--- config.mk ---
export PLATFORM = sky130hd
export DESIGN_NAME = alu_seq_flat
export DESIGN_NICKNAME = d
export VERILOG_FILES = /design/src/rtl/alu_seq_if.sv /design/src/rtl/alu_seq.sv /design/src/flat_wrapper.sv
export SDC_FILE = /design/constraint.sdc
export NUM_CORES = 1
export LEC_CHECK = 0
export CAP_MARGIN = 20
export CORE_UTILIZATION = 55
export DETAILED_ROUTE_END_ITERATION = 10
export PLACE_DENSITY = 0.75
export SKIP_CTS_REPAIR_TIMING = 1
export SLEW_MARGIN = 20
export SYNTH_ARGS = -nofsm -noshare
export SYNTH_HDL_FRONTEND = slang
export SYNTH_SLANG_ARGS = --single-unit
--- constraint.sdc ---
create_clock -name clk_i -period 13 [get_ports clk_i]
set_input_delay 3.9 -clock clk_i [delete_from_list [all_inputs] [get_ports clk_i]]
set_output_delay 3.9 -clock clk_i [all_outputs]
set_load 0.005 [all_outputs]
--- src/rtl/alu_seq_if.sv ---
// Request/response bundle between the execute-stage control and alu_seq.
interface alu_seq_if #(
  parameter int WIDTH = 32
) ();
  logic             valid_i;
  logic             ready_o;
  logic [1:0]       ALUOp_i;
  logic [6:0]       funct7_i;
  logic [2:0]       funct3_i;
  logic [WIDTH-1:0] src1_i;
  logic [WIDTH-1:0] src2_i;
  logic [WIDTH-1:0] result_o;
  logic             valid_o;
  logic             zero_o;
  logic             illegal_o;

  modport master (
    output valid_i, ALUOp_i, funct7_i, funct3_i, src1_i, src2_i,
    input  ready_o, result_o, valid_o, zero_o, illegal_o
  );

  modport slave (
    input  valid_i, ALUOp_i, funct7_i, funct3_i, src1_i, src2_i,
    output ready_o, result_o, valid_o, zero_o, illegal_o
  );
endinterface

--- src/rtl/alu_seq.sv ---
// Sequential RISC-V ALU: single-cycle logic/arith ops, iterative shift-add MUL.
// The bus interface must be instantiated with the same WIDTH as this module.
module alu_seq #(
  parameter int WIDTH    = 32,
  parameter int MUL_BITS = 1
) (
  input logic      clk_i,
  input logic      rst_i,
  alu_seq_if.slave bus
);
  localparam int STEPS = WIDTH / MUL_BITS;
  localparam int SHW   = $clog2(WIDTH);
  localparam int CW    = (STEPS > 1) ? $clog2(STEPS) : 1;

  typedef enum logic { S_IDLE, S_MUL } state_e;
  typedef enum logic [2:0] {
    OP_ADD, OP_SUB, OP_AND, OP_XOR, OP_SLL, OP_SRA, OP_MUL, OP_ILL
  } op_e;

  state_e           state_q, state_d;
  logic [WIDTH-1:0] mcand_q, mcand_d;
  logic [WIDTH-1:0] mplier_q, mplier_d;
  logic [WIDTH-1:0] acc_q, acc_d;
  logic [CW-1:0]    cnt_q, cnt_d;
  logic [WIDTH-1:0] result_q, result_d;
  logic             valid_q, valid_d;
  logic             zero_q, zero_d;
  logic             illegal_q, illegal_d;

  op_e              op;
  logic [WIDTH-1:0] alu_res;
  logic [WIDTH-1:0] acc_nxt;
  logic [SHW-1:0]   shamt;

  assign shamt = bus.src2_i[SHW-1:0];

  // Decode ALUOp/funct3/funct7 into one operation code
  always_comb begin
    op = OP_ILL;
    case (bus.ALUOp_i)
      2'b00: op = OP_ADD;
      2'b01: op = OP_SUB;
      2'b10: begin
        if (bus.funct3_i == 3'b000)      op = OP_ADD;
        else if (bus.funct3_i == 3'b101) op = OP_SRA;
      end
      default: begin
        case (bus.funct3_i)
          3'b111: op = OP_AND;
          3'b100: op = OP_XOR;
          3'b001: op = OP_SLL;
          3'b000: begin
            if (bus.funct7_i == 7'b0000000)      op = OP_ADD;
            else if (bus.funct7_i == 7'b0100000) op = OP_SUB;
            else if (bus.funct7_i == 7'b0000001) op = OP_MUL;
          end
          default: op = OP_ILL;
        endcase
      end
    endcase
  end

  // Single-cycle execution; illegal encodings (and MUL, handled elsewhere) yield 0
  always_comb begin
    alu_res = '0;
    case (op)
      OP_ADD:  alu_res = bus.src1_i + bus.src2_i;
      OP_SUB:  alu_res = bus.src1_i - bus.src2_i;
      OP_AND:  alu_res = bus.src1_i & bus.src2_i;
      OP_XOR:  alu_res = bus.src1_i ^ bus.src2_i;
      OP_SLL:  alu_res = bus.src1_i << shamt;
      OP_SRA:  alu_res = WIDTH'($signed(bus.src1_i) >>> shamt);
      default: alu_res = '0;
    endcase
  end

  // One shift-add step: add multiplicand times the low MUL_BITS of the multiplier
  always_comb begin
    acc_nxt = acc_q + mcand_q * WIDTH'(mplier_q[MUL_BITS-1:0]);
  end

  // Next-state: accept in IDLE, iterate in MUL, publish result on completion
  always_comb begin
    state_d   = state_q;
    mcand_d   = mcand_q;
    mplier_d  = mplier_q;
    acc_d     = acc_q;
    cnt_d     = cnt_q;
    result_d  = result_q;
    zero_d    = zero_q;
    illegal_d = illegal_q;
    valid_d   = 1'b0;
    case (state_q)
      S_IDLE: begin
        if (bus.valid_i) begin
          if (op == OP_MUL) begin
            mcand_d  = bus.src1_i;
            mplier_d = bus.src2_i;
            acc_d    = '0;
            cnt_d    = CW'(STEPS - 1);
            state_d  = S_MUL;
          end else begin
            result_d  = alu_res;
            zero_d    = (alu_res == '0);
            illegal_d = (op == OP_ILL);
            valid_d   = 1'b1;
          end
        end
      end
      default: begin
        acc_d    = acc_nxt;
        mcand_d  = mcand_q << MUL_BITS;
        mplier_d = mplier_q >> MUL_BITS;
        cnt_d    = cnt_q - 1'b1;
        if (cnt_q == '0) begin
          result_d  = acc_nxt;
          zero_d    = (acc_nxt == '0);
          illegal_d = 1'b0;
          valid_d   = 1'b1;
          state_d   = S_IDLE;
        end
      end
    endcase
  end

  // State and output registers; reset aborts any multiply in flight
  always_ff @(posedge clk_i or posedge rst_i) begin
    if (rst_i) begin
      state_q   <= S_IDLE;
      mcand_q   <= '0;
      mplier_q  <= '0;
      acc_q     <= '0;
      cnt_q     <= '0;
      result_q  <= '0;
      valid_q   <= 1'b0;
      zero_q    <= 1'b1;
      illegal_q <= 1'b0;
    end else begin
      state_q   <= state_d;
      mcand_q   <= mcand_d;
      mplier_q  <= mplier_d;
      acc_q     <= acc_d;
      cnt_q     <= cnt_d;
      result_q  <= result_d;
      valid_q   <= valid_d;
      zero_q    <= zero_d;
      illegal_q <= illegal_d;
    end
  end

  assign bus.ready_o   = (state_q == S_IDLE);
  assign bus.result_o  = result_q;
  assign bus.valid_o   = valid_q;
  assign bus.zero_o    = zero_q;
  assign bus.illegal_o = illegal_q;
endmodule

--- src/flat_wrapper.sv ---
// flat-port wrapper written by rule: the top's interface ports become plain ports
module alu_seq_flat 
#(
  parameter int WIDTH    = 32,
  parameter int MUL_BITS = 1
)
  (clk_i, rst_i, bus_valid_i, bus_ALUOp_i, bus_funct7_i, bus_funct3_i, bus_src1_i, bus_src2_i, bus_ready_o, bus_result_o, bus_valid_o, bus_zero_o, bus_illegal_o);
  alu_seq_if #(.WIDTH(WIDTH)) bus_i ();
  input logic clk_i;
  input logic rst_i;
  input wire logic [$bits(bus_i.valid_i)-1:0] bus_valid_i;
  input wire logic [$bits(bus_i.ALUOp_i)-1:0] bus_ALUOp_i;
  input wire logic [$bits(bus_i.funct7_i)-1:0] bus_funct7_i;
  input wire logic [$bits(bus_i.funct3_i)-1:0] bus_funct3_i;
  input wire logic [$bits(bus_i.src1_i)-1:0] bus_src1_i;
  input wire logic [$bits(bus_i.src2_i)-1:0] bus_src2_i;
  output wire logic [$bits(bus_i.ready_o)-1:0] bus_ready_o;
  output wire logic [$bits(bus_i.result_o)-1:0] bus_result_o;
  output wire logic [$bits(bus_i.valid_o)-1:0] bus_valid_o;
  output wire logic [$bits(bus_i.zero_o)-1:0] bus_zero_o;
  output wire logic [$bits(bus_i.illegal_o)-1:0] bus_illegal_o;
  assign bus_i.valid_i = bus_valid_i;
  assign bus_i.ALUOp_i = bus_ALUOp_i;
  assign bus_i.funct7_i = bus_funct7_i;
  assign bus_i.funct3_i = bus_funct3_i;
  assign bus_i.src1_i = bus_src1_i;
  assign bus_i.src2_i = bus_src2_i;
  assign bus_ready_o = bus_i.ready_o;
  assign bus_result_o = bus_i.result_o;
  assign bus_valid_o = bus_i.valid_o;
  assign bus_zero_o = bus_i.zero_o;
  assign bus_illegal_o = bus_i.illegal_o;
  alu_seq #(.WIDTH(WIDTH), .MUL_BITS(MUL_BITS)) u_core (.clk_i(clk_i), .rst_i(rst_i), .bus(bus_i));
endmodule
==> qor.txt, run 1 <==
Status - finished clean
Number of remaining DRC errors - 0
Library cells used by synthesis - 87
Startpoint of the tightest hold check path - u_core.mplier_q[18]
Top library cells by usage in the layout, fill and taps aside - sky130_fd_sc_hd__nand2_1 (231), sky130_fd_sc_hd__o21ai_0 (167), sky130_fd_sc_hd__a21oi_1 (166)
H-Tree Depth - 4
Buffer depth of the longest clock path - 2
Worst reg2reg path startpoint - u_core.mplier_q[0]
Horizontal extent of the die - 173 µm
DRT Wirelength - 70500 µm
IR Drop Worst-Case VDD - 0.167 mV
Internal - 1.37 mW
Total Routing Usage GR - 0.471
Count of state elements after synthesis - 137
Worst min-delay path category - reg2reg
Max Cap Viol - 0
Post-layout min period - 9760 ps
Cell count after synthesis - 1961
Total count of max-transition violations in the final report - 0
Largest net degree at the start of global routing - 121
Buf+Inv Stages, Crit Path - 1
Sort of element at the end of the critical path - register
EDFF count, synth - 0
CORE AREA - 28700 µm²
Count of antenna diodes in the layout - 0
Detailed-route wire length per cell - 29.5 µm
Sequential area share after synthesis - 0.214
Arrival time reported for the critical path endpoint - 10160 ps
FP Rows - 62
Crit path max fanout - 18
Nets in the synthesized netlist - 2140
Leakage power summed over all cells - 7.56 nW
Final RePlAce weighted congestion - 1.08
Antenna violations before repair - 2
Largest incremental delay on the critical path - 740 ps
Critical Path Slowest Stage Cell - sky130_fd_sc_hd__clkdlybuf4s50_1
Critical setup path kind - in2reg
Crit-path cells - clkdlybuf4s50_1, and2_1, o21a_1, nand2_1, nand2_1, nor2_1, a21oi_1, ha_1, nor2b_1, o31ai_1, a21oi_1, o22ai_1, o21ai_0, a2111o_1, or4_1, or4_1, o32ai_1, a31o_1
Buffer cell driving the clock tree root - sky130_fd_sc_hd__clkbuf_16
Fraction of final layout cells with drive strength greater than 1 - 0.0974
Vias per std cell - 7.30
DPL Wire Length - 50900 µm
Setup repair after global routing missed its margin - false
Async set-or-reset flop fraction in the synthesized netlist - 1.00
Post-route setup TNS - 0 ps
Count of endpoints failing setup in the final report - 0
Insertion delay of the later-clocked pin in the worst-skew pair - 460 ps
Transition time of the tightest slew-check pin - 1250 ps
Ratio of total power to cell area - 141 nW/µm²
Share of total power in combinational logic - 0.513
Clock tree from TritonCTS - done
Critical Path Source - bus_ALUOp_i[0]
Post-Place Worst Slack - 2970 ps
Switching pwr - 1.16 mW
Switching share of total power - 0.460
Number of cells in the finished layout apart from fillers - 2386
Global-route wire length before repair - 105000 µm
Via count of the first global-routing pass - 16400
Sequential Power Share - 0.285
Total Die Area - 29800 µm²
Data required time of the critical path - 13400 ps
Most common library cell in the layout ignoring fill and taps - sky130_fd_sc_hd__nand2_1
I/O pin count - 115
Pre-antenna DRT Iters - 9
Total number of vias - 17400
Number of CTS-inserted buffers - 17
Overall power consumption - 2.53 mW
Fin. Hold Viols - 0
Net count of the finished layout - 2168
Portion of total power attributed to the clock network - 0.202
Layout Skew - 14.7 ps
Inst Count DP - 2354
Detailed router's first-iteration violation count - 2798
Synthesis-to-layout area growth - 12.0%
CTS clk-pin slew, worst paths - 70 ps
Overflow after GRT - 0
Remaining max-slew budget at the tightest pin - 0.170
Count of yosys warnings during synthesis - 0
Clk sink count - 137
Count of antenna-violating nets left after detailed routing - 0
Ys flop type - sky130_fd_sc_hd__dfrtp_1
Maximum operating frequency - 102 MHz
Initial Util - 0.558
Final worst-path cycle share - 0.751
Mean cell area of the mapped netlist - 8.16 µm²
Vertical extent of the die - 173 µm
Final Worst Setup Slack - 3240 ps
Quantity of I/O buffers inserted on ports - 114
Critical path startpoint category - input port
Fillers - 2465
Kind of cell adding the most delay to the critical path - compound AO/OA/AOI/OAI gates
Post-synth design cell area - 16000 µm²
## area by class of cell
class	count	area, µm²	area share
multi-input cells	1646	11900	0.662
repair buffers	155	1430	0.0799
clock buffers	17	425	0.0237
inverters	32	125	0.00698
well taps	384	480	0.0268
flip-flops and latches	137	3430	0.192
clock inverters	15	158	0.00880
## cell usage after synthesis, drive strengths merged (8+ instances only)
master	n	area [µm²]
and3	16	100
and2	42	263
xnor2	32	280
dfrtp	136	3400
clkbuf	97	364
a22oi	18	135
nor2	156	586
or3	13	81.3
mux2i	128	1280
a211oi	29	218
xor2	38	340
a221oi	9	85.1
inv	31	116
mux4	54	1230
or2	10	62.6
buf	49	255
o21ai	174	871
nor4	10	62.6
nand2b	16	100
nand3	26	130
a222oi	15	150
mux2	41	462
ha	98	1230
o31ai	15	113
nor2b	17	106
o211ai	33	248
a21oi	167	836
nand2	232	871
o21a	20	150
o221ai	8	70.1
a21o	21	158
nand4	22	138
nor3	37	185
o22ai	21	131
## cell families after synthesis
group	count (synthesis)	synth area share
AOI/OAI and AO/OA	627	0.252
xor gates and xnor gates	70	0.0388
adders and majority gates	100	0.0791
buffers and inverters	178	0.0462
DFF	137	0.214
muxes	223	0.186
and+or+nand+nor	626	0.184
## per-stage QoR
stage | util | hold WS [ps] | cell area [µm²]
3_3_place_gp | 0.604 | 455 | 17300
2_1_floorplan | - | 449 | 16000
4_1_cts | 0.624 | 485 | 17900
6_report | 0.624 | 482 | 17900
3_5_place_dp | 0.604 | 470 | 17300
5_1_grt | 0.624 | 511 | 17900
## path summary, 6_finish.rpt
kind	cells after the start	end	slack (ps)
min	2	u_core.mplier_q[17]	480
max	18	u_core.bus.zero_o	3240
min in group asynchronous	2	u_core.mcand_q[20]	3900
max in group asynchronous	3	u_core.state_q	7610
max reg2reg	12	u_core.bus.zero_o	8040
min reg2reg	2	u_core.mplier_q[17]	480
## power by group through the flow
stage	clock network, mW	registers [mW]	logic [mW]
after floorplan	0	0.678	0.790
after global placement	0	0.709	1.22
after detailed placement	0	0.716	1.25
after CTS	0.510	0.715	1.26
after global routing	0.526	0.737	1.38
final	0.511	0.722	1.30
## flip-flops by register name, indices dropped and copies added, names as in the netlist
| register | flops |
|---|---|
| u_core.mcand_q | 32 |
| u_core.bus.zero_o | 1 |
| u_core.state_q | 1 |
| u_core.acc_q | 32 |
| u_core.cnt_q | 5 |
| u_core.bus.illegal_o | 1 |
| u_core.mplier_q | 32 |
| u_core.bus.result_o | 32 |
| u_core.bus.valid_o | 1 |
## worst min-delay path: cells and delay by family, from the launching register on
family	cells	cell delay, ps
DFF	1	340
AOI/OAI and AO/OA	1	60
and+or+nand+nor	1	40
## per-layer routing
layer  up-vias  GRT usage  wire length [µm]
li1       7453          -                 -
met1      8345      0.636             27400
met2      1317      0.689             29600
met3       302      0.114              8680
met4         2      0.271              4730
met5         -          0                11
(Power assumes the default switching activity.)
==> run 2, diff against run 1 <==
clock period = 9.35 ns   (was 13 ns; I/O delays follow)
==> run 2 against run 1 <==
  * Global-route usage is 0.79 points lower
  * Sequential share of layout area is essentially flat
  * Sequential power up 37%
  * Design area grew 0.18%
  * Clock power rose by 43%
  * Critical path depth unchanged
  * Core utilization is 0.11 points higher
  * Register-to-register slack lost 3100 ps
  * First-iteration DRC count shrank 8.9%
  * Non-clock buffer count rose by 1
  * Largest power group unchanged
==> qor.txt, run 2 (synthesis results as in run 1) <==
Final RePlAce weighted congestion - 1.07
Clk sink count - 137
Fin. Hold Viols - 0
Count of endpoints failing setup in the final report - 0
Kind of cell adding the most delay to the critical path - compound AO/OA/AOI/OAI gates
Pre-antenna DRT Iters - 9
Inst Count DP - 2355
Number of cells in the finished layout apart from fillers - 2388
Global-route wire length before repair - 104000 µm
Insertion delay of the later-clocked pin in the worst-skew pair - 450 ps
Largest net degree at the start of global routing - 177
Worst-case hold slack - 481 ps
Total Routing Usage GR - 0.463
Antenna violations before repair - 4
Vertical extent of the die - 173 µm
Quantity of I/O buffers inserted on ports - 114
Total count of max-transition violations in the final report - 0
Crit path max fanout - 18
Transition time of the tightest slew-check pin - 1210 ps
Via count of the first global-routing pass - 16300
Portion of total power attributed to the clock network - 0.207
Buffer cell driving the clock tree root - sky130_fd_sc_hd__clkbuf_16
Status - finished clean
Max Cap Viol - 0
Area taken by flip-flops and latches - 3430 µm²
CTS clk-pin slew, worst paths - 70 ps
Switching pwr - 1.59 mW
Critical Path Source - bus_ALUOp_i[0]
Post-layout min period - 8370 ps
Number of stages on the worst setup path - 18
Vias per std cell - 7.28
Ratio of total power to cell area - 196 nW/µm²
Fraction of final layout cells with drive strength greater than 1 - 0.0974
H-Tree Depth - 4
IR Drop Worst-Case VDD - 0.202 mV
Critical path startpoint category - input port
Layout Skew - 10.9 ps
Path depth of the worst reg2reg path - 13
Maximum operating frequency - 120 MHz
Total area of multi-input combinational cells - 11900 µm²
Net count of the finished layout - 2169
Clock tree from TritonCTS - done
Worst reg2reg path startpoint - u_core.mplier_q[0]
End of the worst register-to-register path - u_core.bus.zero_o
Count of antenna-violating nets left after detailed routing - 0
FP Rows - 62
Critical path destination - u_core.bus.zero_o
Synthesis-to-layout area growth - 12.2%
Most common library cell in the layout ignoring fill and taps - sky130_fd_sc_hd__nand2_1
DPL Wire Length - 49600 µm
Top library cells by usage in the layout, fill and taps aside - sky130_fd_sc_hd__nand2_1 (231), sky130_fd_sc_hd__o21ai_0 (167), sky130_fd_sc_hd__a21oi_1 (166)
Critical Path Slowest Stage Cell - sky130_fd_sc_hd__clkdlybuf4s50_1
Worst setup slack for register-to-register paths - 4920 ps
Number of remaining DRC errors - 0
Detailed router's first-iteration violation count - 2550
Number of CTS-inserted buffers - 17
Share of the core filled with cells in the final layout - 0.626
Detailed-route wire length per cell - 29.2 µm
Arrival time reported for the critical path endpoint - 8760 ps
Buffer depth of the longest clock path - 2
Overflow after GRT - 0
Data required time of the critical path - 9740 ps
Critical setup path kind - in2reg
Initial Util - 0.558
I/O pin count - 115
Horizontal extent of the die - 173 µm
Sort of element at the end of the critical path - register
Setup repair after global routing missed its margin - false
Total Die Area - 29800 µm²
Final worst-path cycle share - 0.895
Buf+Inv Stages, Crit Path - 1
CORE AREA - 28700 µm²
Total number of vias - 17400
DRT Wirelength - 69800 µm
Share of total power in combinational logic - 0.513
Sequential Power Share - 0.281
Largest incremental delay on the critical path - 740 ps
Post-route setup TNS - 0 ps
Internal - 1.94 mW
Leakage power summed over all cells - 7.57 nW
Worst min-delay path category - reg2reg
Switching share of total power - 0.450
Crit-path cells - clkdlybuf4s50_1, and2_1, o21a_1, nand2_1, nand2_1, o31ai_1, xor2_1, ha_1, a21o_1, o2bb2ai_1, or3_1, o22ai_1, o21ai_0, a2111o_1, or4_1, or4_1, o32ai_1, a31o_1
Remaining max-slew budget at the tightest pin - 0.183
Fillers - 2560
==> run 2: power by group through the flow <==
stage	Sequential, mW	Combinational, mW	Clock, mW
6_report	0.989	1.81	0.729
3_3_place_gp	0.979	1.71	0
4_1_cts	0.982	1.75	0.731
5_1_grt	1.01	1.93	0.751
3_5_place_dp	0.984	1.74	0
2_1_floorplan	0.942	1.10	0
==> run 2: worst min-delay path: cells and delay by family, from the launching register on <==
| family | cells | cell delay [ps] |
|---|---|---|
| AND/OR/NAND/NOR | 1 | 50 |
| flip-flops | 1 | 340 |
| AO/OA/AOI/OAI | 1 | 60 |
==> run 2: cell type report <==
class	instances	area share
antenna	1	0.000139
multi-input combinational	1646	0.661
tap	384	0.0268
clock inverter	13	0.00878
clock buffer	19	0.0247
timing repair buffer	156	0.0808
inverter	32	0.00697
sequential	137	0.191
==> run 2: worst min path at each step <==
| stage | slack, ps | endpoint | cells past startpoint | startpoint |
|---|---|---|---|---|
| detailed placement | 470 | u_core.mplier_q[16] | 2 | u_core.mplier_q[17] |
| finish | 480 | u_core.mplier_q[17] | 2 | u_core.mplier_q[18] |
| floorplan | 450 | u_core.mplier_q[16] | 2 | u_core.mplier_q[17] |
| CTS | 480 | u_core.mplier_q[17] | 2 | u_core.mplier_q[18] |
| global route | 510 | u_core.mplier_q[28] | 2 | u_core.mplier_q[29] |
| global placement | 460 | u_core.mplier_q[22] | 2 | u_core.mplier_q[23] |
==> run 2: metrics by stage <==
stage	cell area, µm²	power [mW]	setup slack, ps
final	18000	3.52	983
after CTS	18000	3.47	1230
after global placement	17400	2.68	974
after detailed placement	17400	2.72	758
after floorplan	16000	2.04	1400
after global routing	18000	3.69	668
==> run 2: metal layers <==
metal	share of wire	vias up	GRT usage
met4	0.073	2	0.309
met1	0.39	8280	0.605
met3	0.13	327	0.129
li1	-	7460	-
met2	0.41	1326	0.669
met5	0.00016	-	0
